### src/rtl/wb_slave_decoder.sv
// wb_slave_decoder: routes one Wishbone master to one of three slave windows
// (BaseRAM, ExtRAM, UART). Decoding takes one cycle, a stalled slave is aborted
// after TIMEOUT_CYCLES, and an address that matches no window gets a one-cycle error.
module wb_slave_decoder #(
  parameter int                    ADDR_WIDTH     = 32,
  parameter int                    DATA_WIDTH     = 32,
  parameter int                    TIMEOUT_CYCLES = 255,
  parameter logic [ADDR_WIDTH-1:0] S0_BASE        = 32'h8000_0000,
  parameter logic [ADDR_WIDTH-1:0] S0_MASK        = 32'hFFC0_0000,
  parameter logic [ADDR_WIDTH-1:0] S1_BASE        = 32'h8040_0000,
  parameter logic [ADDR_WIDTH-1:0] S1_MASK        = 32'hFFC0_0000,
  parameter logic [ADDR_WIDTH-1:0] S2_BASE        = 32'h1000_0000,
  parameter logic [ADDR_WIDTH-1:0] S2_MASK        = 32'hFFFF_0000
) (
  input  logic                    clk_i,
  input  logic                    rst_i,
  // upstream master port
  input  logic [ADDR_WIDTH-1:0]   wb_m_adr,
  input  logic [DATA_WIDTH-1:0]   wb_m_dat_o,
  input  logic                    wb_m_we,
  input  logic [DATA_WIDTH/8-1:0] wb_m_sel,
  input  logic                    wb_m_stb,
  input  logic                    wb_m_cyc,
  output logic [DATA_WIDTH-1:0]   wb_m_dat_i,
  output logic                    wb_m_ack,
  output logic                    wb_m_err,
  output logic                    wb_m_rty,
  // downstream slave 0 (BaseRAM)
  output logic [ADDR_WIDTH-1:0]   wb_s0_adr,
  output logic [DATA_WIDTH-1:0]   wb_s0_dat_o,
  output logic                    wb_s0_we,
  output logic [DATA_WIDTH/8-1:0] wb_s0_sel,
  output logic                    wb_s0_stb,
  output logic                    wb_s0_cyc,
  input  logic [DATA_WIDTH-1:0]   wb_s0_dat_i,
  input  logic                    wb_s0_ack,
  input  logic                    wb_s0_err,
  input  logic                    wb_s0_rty,
  // downstream slave 1 (ExtRAM)
  output logic [ADDR_WIDTH-1:0]   wb_s1_adr,
  output logic [DATA_WIDTH-1:0]   wb_s1_dat_o,
  output logic                    wb_s1_we,
  output logic [DATA_WIDTH/8-1:0] wb_s1_sel,
  output logic                    wb_s1_stb,
  output logic                    wb_s1_cyc,
  input  logic [DATA_WIDTH-1:0]   wb_s1_dat_i,
  input  logic                    wb_s1_ack,
  input  logic                    wb_s1_err,
  input  logic                    wb_s1_rty,
  // downstream slave 2 (UART)
  output logic [ADDR_WIDTH-1:0]   wb_s2_adr,
  output logic [DATA_WIDTH-1:0]   wb_s2_dat_o,
  output logic                    wb_s2_we,
  output logic [DATA_WIDTH/8-1:0] wb_s2_sel,
  output logic                    wb_s2_stb,
  output logic                    wb_s2_cyc,
  input  logic [DATA_WIDTH-1:0]   wb_s2_dat_i,
  input  logic                    wb_s2_ack,
  input  logic                    wb_s2_err,
  input  logic                    wb_s2_rty,
  // status
  output logic                    busy_o,
  output logic                    timeout_o,
  output logic                    decerr_o
);

  localparam int          SEL_WIDTH     = DATA_WIDTH / 8;
  localparam logic [15:0] TIMEOUT_LIMIT = 16'(TIMEOUT_CYCLES);

  typedef enum logic [1:0] {
    ST_IDLE    = 2'd0,
    ST_ACTIVE  = 2'd1,
    ST_DECERR  = 2'd2,
    ST_TIMEOUT = 2'd3
  } state_t;

  state_t      state_r;
  logic [1:0]  sel_r;
  logic [15:0] wait_cnt_r;
  logic        busy_r;
  logic        timeout_r;
  logic        decerr_r;

  logic [2:0]            hit_s;
  logic                  any_hit_s;
  logic [1:0]            dec_idx_s;
  logic                  active_s;
  logic                  sel_ack_s;
  logic                  sel_err_s;
  logic                  sel_rty_s;
  logic [DATA_WIDTH-1:0] sel_dat_s;
  logic                  term_s;

  // slave-side buses gathered into arrays so routing can be written once
  logic [ADDR_WIDTH-1:0] s_adr_s   [3];
  logic [DATA_WIDTH-1:0] s_dat_o_s [3];
  logic                  s_we_s    [3];
  logic [SEL_WIDTH-1:0]  s_sel_s   [3];
  logic                  s_stb_s   [3];
  logic                  s_cyc_s   [3];

  assign hit_s[0]  = ((wb_m_adr & S0_MASK) == S0_BASE);
  assign hit_s[1]  = ((wb_m_adr & S1_MASK) == S1_BASE);
  assign hit_s[2]  = ((wb_m_adr & S2_MASK) == S2_BASE);
  assign any_hit_s = |hit_s;
  assign active_s  = (state_r == ST_ACTIVE);

  // Priority encode the window hits: S0 wins over S1, S1 over S2; a miss selects 0
  always_comb begin
    dec_idx_s = 2'd0;
    casez (hit_s)
      3'b??1:  dec_idx_s = 2'd0;
      3'b?10:  dec_idx_s = 2'd1;
      3'b100:  dec_idx_s = 2'd2;
      default: dec_idx_s = 2'd0;
    endcase
  end

  // Pick the response of the registered slave only; other slaves are never observed
  always_comb begin
    sel_ack_s = 1'b0;
    sel_err_s = 1'b0;
    sel_rty_s = 1'b0;
    sel_dat_s = '0;
    case (sel_r)
      2'd0: begin
        sel_ack_s = wb_s0_ack;
        sel_err_s = wb_s0_err;
        sel_rty_s = wb_s0_rty;
        sel_dat_s = wb_s0_dat_i;
      end
      2'd1: begin
        sel_ack_s = wb_s1_ack;
        sel_err_s = wb_s1_err;
        sel_rty_s = wb_s1_rty;
        sel_dat_s = wb_s1_dat_i;
      end
      2'd2: begin
        sel_ack_s = wb_s2_ack;
        sel_err_s = wb_s2_err;
        sel_rty_s = wb_s2_rty;
        sel_dat_s = wb_s2_dat_i;
      end
      default: begin
        sel_ack_s = 1'b0;
        sel_err_s = 1'b0;
        sel_rty_s = 1'b0;
        sel_dat_s = '0;
      end
    endcase
  end

  // An access ends on any slave termination or when the master drops cyc
  assign term_s = sel_ack_s | sel_err_s | sel_rty_s | ~wb_m_cyc;

  // Combinational routing: master request to the selected slave, its response back
  always_comb begin
    wb_m_dat_i = '0;
    wb_m_ack   = 1'b0;
    wb_m_err   = 1'b0;
    wb_m_rty   = 1'b0;
    for (int k = 0; k < 3; k++) begin
      s_adr_s[k]   = (active_s && (sel_r == 2'(k))) ? wb_m_adr   : '0;
      s_dat_o_s[k] = (active_s && (sel_r == 2'(k))) ? wb_m_dat_o : '0;
      s_we_s[k]    = (active_s && (sel_r == 2'(k))) ? wb_m_we    : 1'b0;
      s_sel_s[k]   = (active_s && (sel_r == 2'(k))) ? wb_m_sel   : '0;
      s_stb_s[k]   = (active_s && (sel_r == 2'(k))) ? wb_m_stb   : 1'b0;
      s_cyc_s[k]   = (active_s && (sel_r == 2'(k))) ? wb_m_cyc   : 1'b0;
    end
    case (state_r)
      ST_ACTIVE: begin
        wb_m_dat_i = sel_dat_s;
        wb_m_ack   = sel_ack_s;
        // ack wins so a misbehaving slave can never make ack and err coincide
        wb_m_err   = sel_err_s & ~sel_ack_s;
        wb_m_rty   = sel_rty_s & ~sel_ack_s & ~sel_err_s;
      end
      ST_DECERR: begin
        wb_m_err = 1'b1;
      end
      ST_TIMEOUT: begin
        wb_m_err = 1'b1;
      end
      ST_IDLE: begin
        wb_m_err = 1'b0;
      end
      default: begin
        wb_m_err = 1'b0;
      end
    endcase
  end

  // Decoder FSM with wait counter and registered status pulses
  always_ff @(posedge clk_i) begin
    if (rst_i) begin
      state_r    <= ST_IDLE;
      sel_r      <= 2'd0;
      wait_cnt_r <= 16'd0;
      busy_r     <= 1'b0;
      timeout_r  <= 1'b0;
      decerr_r   <= 1'b0;
    end else begin
      timeout_r <= 1'b0;
      decerr_r  <= 1'b0;
      case (state_r)
        ST_IDLE: begin
          if (wb_m_cyc && wb_m_stb) begin
            sel_r      <= dec_idx_s;
            wait_cnt_r <= 16'd0;
            busy_r     <= 1'b1;
            if (any_hit_s) begin
              state_r <= ST_ACTIVE;
            end else begin
              state_r  <= ST_DECERR;
              decerr_r <= 1'b1;
            end
          end else begin
            busy_r <= 1'b0;
          end
        end
        ST_ACTIVE: begin
          // termination is tested first so an ack on the limit cycle completes normally
          if (term_s) begin
            state_r <= ST_IDLE;
            busy_r  <= 1'b0;
          end else if (wait_cnt_r == TIMEOUT_LIMIT) begin
            state_r   <= ST_TIMEOUT;
            timeout_r <= 1'b1;
          end else begin
            wait_cnt_r <= wait_cnt_r + 16'd1;
          end
        end
        ST_DECERR: begin
          state_r <= ST_IDLE;
          busy_r  <= 1'b0;
        end
        ST_TIMEOUT: begin
          state_r <= ST_IDLE;
          busy_r  <= 1'b0;
        end
        default: begin
          state_r <= ST_IDLE;
          busy_r  <= 1'b0;
        end
      endcase
    end
  end

  assign wb_s0_adr   = s_adr_s[0];
  assign wb_s0_dat_o = s_dat_o_s[0];
  assign wb_s0_we    = s_we_s[0];
  assign wb_s0_sel   = s_sel_s[0];
  assign wb_s0_stb   = s_stb_s[0];
  assign wb_s0_cyc   = s_cyc_s[0];

  assign wb_s1_adr   = s_adr_s[1];
  assign wb_s1_dat_o = s_dat_o_s[1];
  assign wb_s1_we    = s_we_s[1];
  assign wb_s1_sel   = s_sel_s[1];
  assign wb_s1_stb   = s_stb_s[1];
  assign wb_s1_cyc   = s_cyc_s[1];

  assign wb_s2_adr   = s_adr_s[2];
  assign wb_s2_dat_o = s_dat_o_s[2];
  assign wb_s2_we    = s_we_s[2];
  assign wb_s2_sel   = s_sel_s[2];
  assign wb_s2_stb   = s_stb_s[2];
  assign wb_s2_cyc   = s_cyc_s[2];

  assign busy_o    = busy_r;
  assign timeout_o = timeout_r;
  assign decerr_o  = decerr_r;

endmodule

### config.mk
export PLATFORM = sky130hd
export DESIGN_NAME = wb_slave_decoder
export DESIGN_NICKNAME = d
export VERILOG_FILES = /design/src/rtl/wb_slave_decoder.sv
export SDC_FILE = /design/constraint.sdc
export NUM_CORES = 1
export LEC_CHECK = 0
export CAP_MARGIN = 20
export CORE_AREA = 2 2 166 168
export DETAILED_ROUTE_END_ITERATION = 8
export DIE_AREA = 0 0 168 170
export GPL_TIMING_DRIVEN = 0
export HOLD_SLACK_MARGIN = 0.06
export PLACE_DENSITY = 0.52
export SYNTH_ARGS = -nofsm -noshare
export SYNTH_HDL_FRONTEND = slang
export SYNTH_SLANG_ARGS = --single-unit
### constraint.sdc
create_clock -name clk_i -period 3.4 [get_ports clk_i]
set_clock_uncertainty 0.2 [all_clocks]
set_input_delay 0.68 -clock clk_i [delete_from_list [all_inputs] [get_ports clk_i]]
set_output_delay 0.68 -clock clk_i [all_outputs]
set_load 0.02 [all_outputs]
**After elaboration in Yosys (flattened, before gate mapping)**

Index checks and enable logic that the tools add are counted.

- Add/subtract/negate cells: 1
- Equal/unequal tests: 16
- Muxes and demuxes: 41
- Bitwise operators: 12
- Reductions and logical operators: 14

Operators by type and width:

| cell | count |
|---|---|
| $mux W32 | 7 |
| $pmux W32 S3 | 1 |
| $mux W16 | 3 |
| $pmux W16 S2 | 1 |
| $eq A10 B10 Y1 const B | 2 |
| $add A16 B1 Y16 const B | 1 |
| $eq A16 B13 Y1 const B | 1 |
| $eq A16 B8 Y1 const B | 1 |
| $mux W1 | 15 |
| $pmux W1 S3 | 5 |
| $mux W4 | 3 |
| $reduce_or A3 Y1 | 3 |
| $eq A2 B2 Y1 const B | 4 |
| $mux W2 | 4 |
| $ne A2 B2 Y1 const B | 3 |
| $not A1 Y1 | 6 |
| $pmux W2 S3 | 1 |
| $eq A2 B1 Y1 const B | 2 |
| $logic_and A1 B1 Y1 | 4 |
| $logic_not A2 Y1 | 2 |
| $pmux W2 S2 | 1 |
| $reduce_and A2 Y1 | 2 |
| $reduce_and A4 Y1 | 1 |
| $and A1 B1 Y1 | 3 |
| 6 further kinds | 8 |

- Register bits after elaboration: 23
- Input port bits: 178
- Output and inout port bits: 251
- Word-level logic and storage cells: 90

**Longest topological paths before layout**

Gate-level depths: netlist of run 1.

- Depth after elaboration: 7
- Depth in mapped cells: 7
- Depth with buffers taken out: 6

**Least setup slack after synthesis of run 1**

Ideal clock, no wire load.

- Kind: input to output
- Start point: in wb_s1_err
- End point: out wb_m_rty
- Arrival time: 1.805 ns
- Setup slack: 0.715 ns
- Stages: 3
- Buffers on the path: 0
- Cells stage by stage: mux2i_1 -> o21ai_0 -> nor4b_1

- Word-level cells in the longest chain between the ends: 4

Ends and longest elaborated chain:

| element | RTL line | text |
|---|---|---|
| from (decl) | 48 | `input logic wb_s1_err,` |
| $pmux W1 S3 | 125 | `case (sel_r)` |
| $not A1 Y1 | 176 | `wb_m_rty = sel_rty_s & ~sel_ack_s & ~sel_err_s;` |
| $and A1 B1 Y1 | 176 |  |
| $mux W1 | 170 | `case (state_r)` |
| to (decl) | 27 | `output logic wb_m_rty,` |

No other way between the ends.

**Final worst setup path of run 1**

- Start point: reg state_r[1]
- End point: out wb_s0_adr[13]

- Word-level cells in the longest chain between the ends: 3

Ends and longest elaborated chain:

| element | RTL line | text |
|---|---|---|
| from (decl) | 77 | `state_t state_r;` |
| from (signal assigned) | 196 | `state_r <= ST_IDLE;` |
| from (signal assigned) | 212 | `state_r <= ST_ACTIVE;` |
| from (signal assigned) | 214 | `state_r <= ST_DECERR;` |
| $eq A2 B1 Y1 | 106 | `assign active_s = (state_r == ST_ACTIVE);` |
| $logic_and A1 B1 Y1 | 163 | `s_adr_s[k] = (active_s && (sel_r == 2'(k))) ? wb_m_adr : '0;` |
| $mux W32 | 163 |  |
| to (decl) | 29 | `output logic [ADDR_WIDTH-1:0] wb_s0_adr,` |

No other way between the ends.

==> impl_metrics.ini, run 1 <==
[outcome]
status = finished clean

[timing]
min_period_over_period_pct = 97.1
tns_ns = 0
period_needed_ns = 3.30
worst_pin_slew_ns = 0.625
relSlewSlack_pct = 57.9
rsz0062_at_grt = true
finalHoldViolations = 0
fmax_ghz = 0.303
slew_violations = 0
setup_violations = 0

[placement]
routabilityCongestion = 0.841
dp_hpwl_um = 21600
post-place-cells = 1314
numPortBuffers = 428
dpl-instance-area_um2 = 8260

[routing]
antenna_left = 0
routed-via-count = 5633
route.detailed.drc = 0
wirelength_um = 25300
drtIter0Drc = 282
firstDrtPassIters = 4
wl_per_cell_um = 19.2
vias_per_cell = 4.26

[setup_path]
cp_slowest_cell = clkdlybuf4s50_1
path_class = register to primary output
endpoint_kind = primary output
slowest_delay_ns = 0.61
required_ns = 2.52
cp_top_family = buffers and inverters
path_buf_inv = 4
worstSetupStartpointType = register
path_cells = nand2b_1, buf_4, nor3_4, buf_4, buf_2, and2_1, clkdlybuf4s50_1
crit_fanout = 10
cp.arrival_ns = 2.42
cpMostUsedCell = buf_4

[synth]
synth_cell_types = 46
ys.flop_type = dfxtp_1
syn_avg_cell_area_um2 = 6.50
synth_edf_count = 0
async_flop_share_pct = 0
synth_seq_cells = 23
syn-cell-area_um2 = 3530
yosysWarningCount = 0
synth_cells = 544
ys_seq_area_share_pct = 13.0
synthesis.nets = 723

[clocking]
cts_buffers = 3
path_clk_slew_ns = 0.06
clock-sinks = 23
clockBufferDepth = 2
cts_tree = yes
cts_max_level = 1
cts_root_buf = clkbuf_16
insertion_delay_ns = 0.26

[finish]
fin_util_pct = 32.1
drive_gt1_share_pct = 5.91
syn_to_final_growth_pct = 142
stdcell_area_um2 = 8550
finalNonFillerCells = 1323
final_nets = 1161
fill_cells = 2892

[floorplanning]
fp.dieW_um = 168
start_util_pct = 13.3
core_um2 = 26700
rows = 60
chipHeight_um = 170
ios = 429
dieArea_um2 = 28600

[global_route]
grt_overflow = 0
grt_pass1_vias = 5608
grt_usage_pct = 16.7
antenna_found_initial = 0
grt_pass1_wl_um = 36200
grt_max_degree = 14

[power]
power.density_nw_per_um2 = 98.2
peakVddDrop_uv = 233
power.leakage_nw = 3.90

[min_path]
holdCritPathClass = register to register

[flow_run]
drv_cap = 0
## final cells by class
type                    count  area, µm²  area share, %
flip-flops and latches     23        460           5.39
plain buffers              52        287           3.35
repair buffers            433       4400           51.4
inverters                   3       11.3          0.132
well taps                 341        427           4.99
diodes                      1       2.50         0.0293
clock inverters             1       5.00         0.0585
multi-input cells         466       2890           33.8
clock buffers               3       75.1          0.878
## report_power, final
part	total [mW]	leakage [nW]	internal, mW	switching, mW
sequential	0.272	0.186	0.271	0.00128
clock	0.260	0.0409	0.158	0.102
combinational	0.307	3.68	0.208	0.0992
## path summary, 6_finish.rpt
kind                                                  start                           to  slack (ns)  cells past startpoint
worst min register to register  wait_cnt_r[15]$_SDFFE_PP0P_  wait_cnt_r[15]$_SDFFE_PP0P_        0.26                      1
worst max register to register        sel_r[0]$_SDFFE_PP0P_   wait_cnt_r[9]$_SDFFE_PP0P_        0.69                      7
worst max-delay path                state_r[1]$_SDFFE_PP0P_                wb_s0_adr[13]         0.1                      7
worst min-delay path            wait_cnt_r[15]$_SDFFE_PP0P_  wait_cnt_r[15]$_SDFFE_PP0P_        0.26                      1
## flip-flops by register name, summed over array words and instances, names as in the netlist
signal,flops
busy_o,1
decerr_o,1
sel_r,2
state_r,2
timeout_o,1
wait_cnt_r,16
## metrics by stage
step / hold WS [ns] / worst slack (ns) / power, mW
2_1_floorplan: 0.233 / 0.715 / 0.330
3_3_place_gp: 0.253 / -0.973 / 0.582
3_5_place_dp: 0.255 / -0.581 / 0.585
4_1_cts: 0.265 / -0.000439 / 0.845
5_1_grt: 0.273 / -0.0123 / 0.879
6_report: 0.264 / 0.0978 / 0.840
## repair_timing
item | 4_1_cts | 5_1_grt
hold buffers | 0 | 0
gates resized for setup | 47 | 49
setup endpoints to repair | 226 | 124
buffers inserted | 1 | 3
## kinds of logic after synthesis
logic type      Yosys count  synth area share [%]
compound gates           77                  13.2
fa+ha+maj                 1                 0.354
buf+inv                  55                  6.52
flops                    23                  13.0
mux                      36                  10.2
simple gates            352                  56.7
## layout by cell type, fill, tap and decap left out, drive strengths merged, types with 11 or more instances in the layout
| cell | Yosys | layout |
|---|---|---|
| dfxtp | 23 | 23 |
| clkdlybuf4s50 | 0 | 387 |
| dlygate4sd2 | 0 | 11 |
| dlymetal6s2s | 0 | 30 |
| mux2i | 35 | 35 |
| buf | 11 | 17 |
| and3 | 73 | 73 |
| nor2 | 74 | 74 |
| a31oi | 12 | 12 |
| nand2 | 15 | 15 |
| a21oi | 45 | 45 |
| and2 | 141 | 141 |
| clkbuf | 41 | 43 |
## per-layer routing
metal  wire length, µm  global-route usage (%)  vias to the layer above
met5                 0                       0                        -
met4               310                    2.53                        0
met3              1340                    3.72                       16
met2             12600                    29.4                      212
met1             11100                    21.2                     2655
li1                  -                       -                     2750
## cells in the mapped netlist, types with 4 or more instances
| master | number | share of area [%] |
|---|---|---|
| nand2b_1 | 7 | 1.2 |
| nand3_1 | 9 | 1.3 |
| and3_1 | 71 | 13 |
| a31oi_1 | 12 | 2.1 |
| clkbuf_1 | 41 | 4.4 |
| nand4_1 | 4 | 0.71 |
| nor4_1 | 5 | 0.89 |
| buf_2 | 4 | 0.57 |
| nor3_1 | 8 | 1.1 |
| o21ai_0 | 5 | 0.71 |
| nor2_1 | 74 | 7.9 |
| a21oi_1 | 45 | 6.4 |
| mux2i_1 | 35 | 9.9 |
| and2_1 | 141 | 25 |
| dfxtp_1 | 23 | 13 |
| nand2_1 | 15 | 1.6 |
No activity file was read; power rests on OpenSTA's default activity.
==> run 2, diff against run 1 <==
- clock period: 3.4 -> 4 ns (I/O delays scaled with it)
==> run 2 against run 1 <==
  * Count of clock-buffer cells in the layout unchanged
  * First-iteration DRC count fell by 14%
  * Global-route usage about the same
  * Register-to-register slack gained 0.56 ns
  * Hold slack improved by 0.00051 ns
  * Sequential cell count stayed put
  * Sequential power shrank 15%
  * Clock power decreased by 14%
  * Via count is 0.75% lower
  * Critical path type unchanged
  * Critical endpoint is now wb_s1_adr[17]
  * Largest power group unchanged
==> impl_metrics.ini, run 2 (synthesized netlist as in run 1, its figures left out) <==
[setup_path]
cp_slowest_cell = clkdlybuf4s50_1
reg2reg_slack_ns = 1.25
path_buf_inv = 5
required_ns = 3.00
path_class = register to primary output
slowest_delay_ns = 0.68
r2r_cells = 7
cpMostUsedCell = buf_2
worstSetupStartpointType = register
cp_top_family = buffers and inverters
path_cells = buf_2, buf_2, nor3b_4, buf_12, clkbuf_1, and2_1, clkdlybuf4s50_1
cp.arrival_ns = 2.83
r2r-end = wait_cnt_r[14]$_SDFFE_PP0P_
crit_fanout = 10
endpoint_kind = primary output
timing.rr.start = sel_r[0]$_SDFFE_PP0P_

[min_path]
min_to = wait_cnt_r[15]$_SDFFE_PP0P_
hold_depth = 1
holdCritPathClass = register to register
hold_start = wait_cnt_r[15]$_SDFFE_PP0P_

[power]
pwr-share-seq_pct = 32.3
p_clk_share_pct = 31.3
intPower_mw = 0.541
switching_power_mw = 0.175
power.leakage_nw = 3.20
switching_share_pct = 24.4
power.density_nw_per_um2 = 85.4
combPwrFrac_pct = 36.3
finalPower_mw = 0.716
peakVddDrop_uv = 200

[routing]
firstDrtPassIters = 5
routed-via-count = 5591
vias_per_cell = 4.24
drtIter0Drc = 242
antenna_left = 0
wl_per_cell_um = 19.1
wirelength_um = 25300
route.detailed.drc = 0

[placement]
routabilityCongestion = 0.841
dp_hpwl_um = 21600
post-place-ws_ns = -0.101
numPortBuffers = 428
dpl-instance-area_um2 = 8260
post-place-cells = 1314

[finish]
finalNonFillerCells = 1320
largest_reg_flops = 16
mostFrequentLayoutCells = 428 x clkdlybuf4s50_1, 141 x and2_1, 74 x nor2_1
fill_cells = 2905
fin_util_pct = 31.5
syn_to_final_growth_pct = 137
largest-register = wait_cnt_r
multi_input_area_um2 = 2860
layout_commonest_cell = clkdlybuf4s50_1
largestRegisters = wait_cnt_r: 16 flops, sel_r: 2 flops, state_r: 2 flops
drive_gt1_share_pct = 3.48
stdcell_area_um2 = 8380
regArea_um2 = 460
final_nets = 1158

[outcome]
status = finished clean

[timing]
min_period_over_period_pct = 95.7
fmax_ghz = 0.261
period_needed_ns = 3.83
rsz0062_at_grt = false
fin_ws_ns = 0.172
setup_violations = 0
slew_violations = 0
relSlewSlack_pct = 57.0
holdWs_ns = 0.265
finalHoldViolations = 0
tns_ns = 0
worst_pin_slew_ns = 0.639

[clocking]
cts_root_buf = clkbuf_16
clock-sinks = 23
clockBufferDepth = 2
cts_buffers = 3
cts_tree = yes
holdBufCountCts = 0
insertion_delay_ns = 0.26
path_clk_slew_ns = 0.07
cts_max_level = 1

[floorplanning]
ios = 429
dieArea_um2 = 28600
fp.dieW_um = 168
rows = 60
core_um2 = 26700
chipHeight_um = 170
start_util_pct = 13.3

[global_route]
grt_overflow = 0
grt_pass1_vias = 5603
antenna_found_initial = 0
grt_pass1_wl_um = 36200
grt_usage_pct = 16.7
grt_max_degree = 14

[flow_run]
drv_cap = 0
==> run 2: worst reg2reg max path, cell delays in order (launching register included) <==
cell       delay, ns
dfxtp_1         0.30
buf_2           0.23
mux2i_1         0.38
o2111ai_1       0.23
nor4_2          0.57
clkbuf_1        0.47
a31oi_1         0.15
a31oi_1         0.15
==> run 2: power by group through the flow <==
stage,sequential [mW],combinational [mW],clock (mW)
detailed placement,0.237,0.260,0
floorplan,0.238,0.0430,0
global placement,0.237,0.258,0
finish,0.232,0.260,0.224
global route,0.232,0.280,0.234
CTS,0.232,0.261,0.225
==> run 2: final cells by class <==
class	instances	area share, %
clock buffers	3	0.896
multi-input cells	466	34.1
clock inverters	1	0.0597
well taps	341	5.09
flip-flops and latches	23	5.49
diodes	1	0.0299
repair buffers	430	51.4
inverters	3	0.134
plain buffers	52	2.72
==> run 2: per-layer routing <==
metal	up-vias	routed length [µm]	GRT usage, %
li1	2738	-	-
met1	2595	10900	21.1
met2	236	12500	29.3
met3	22	1540	3.88
met4	0	389	2.53
met5	-	0	0
==> run 2: how the worst max path moves through the flow <==
stage	startpoint	to	slack, ns	depth (start not counted)
after detailed placement	sel_r[1]$_SDFFE_PP0P_	wb_s2_adr[25]	-0.10	6
after CTS	sel_r[1]$_SDFFE_PP0P_	wb_s0_dat_o[30]	0.05	7
after floorplan	wb_s1_err	wb_m_rty	1.07	3
after global placement	sel_r[0]$_SDFFE_PP0P_	wb_s1_we	-0.49	6
final	sel_r[0]$_SDFFE_PP0P_	wb_s1_adr[17]	0.17	7
after global routing	sel_r[1]$_SDFFE_PP0P_	wb_m_dat_i[24]	0.007	7
==> run 2: repair_timing <==
action                     4_1_cts  5_1_grt
buffers inserted                 1        0
resized for setup                4       10
setup endpoints to repair      143       55
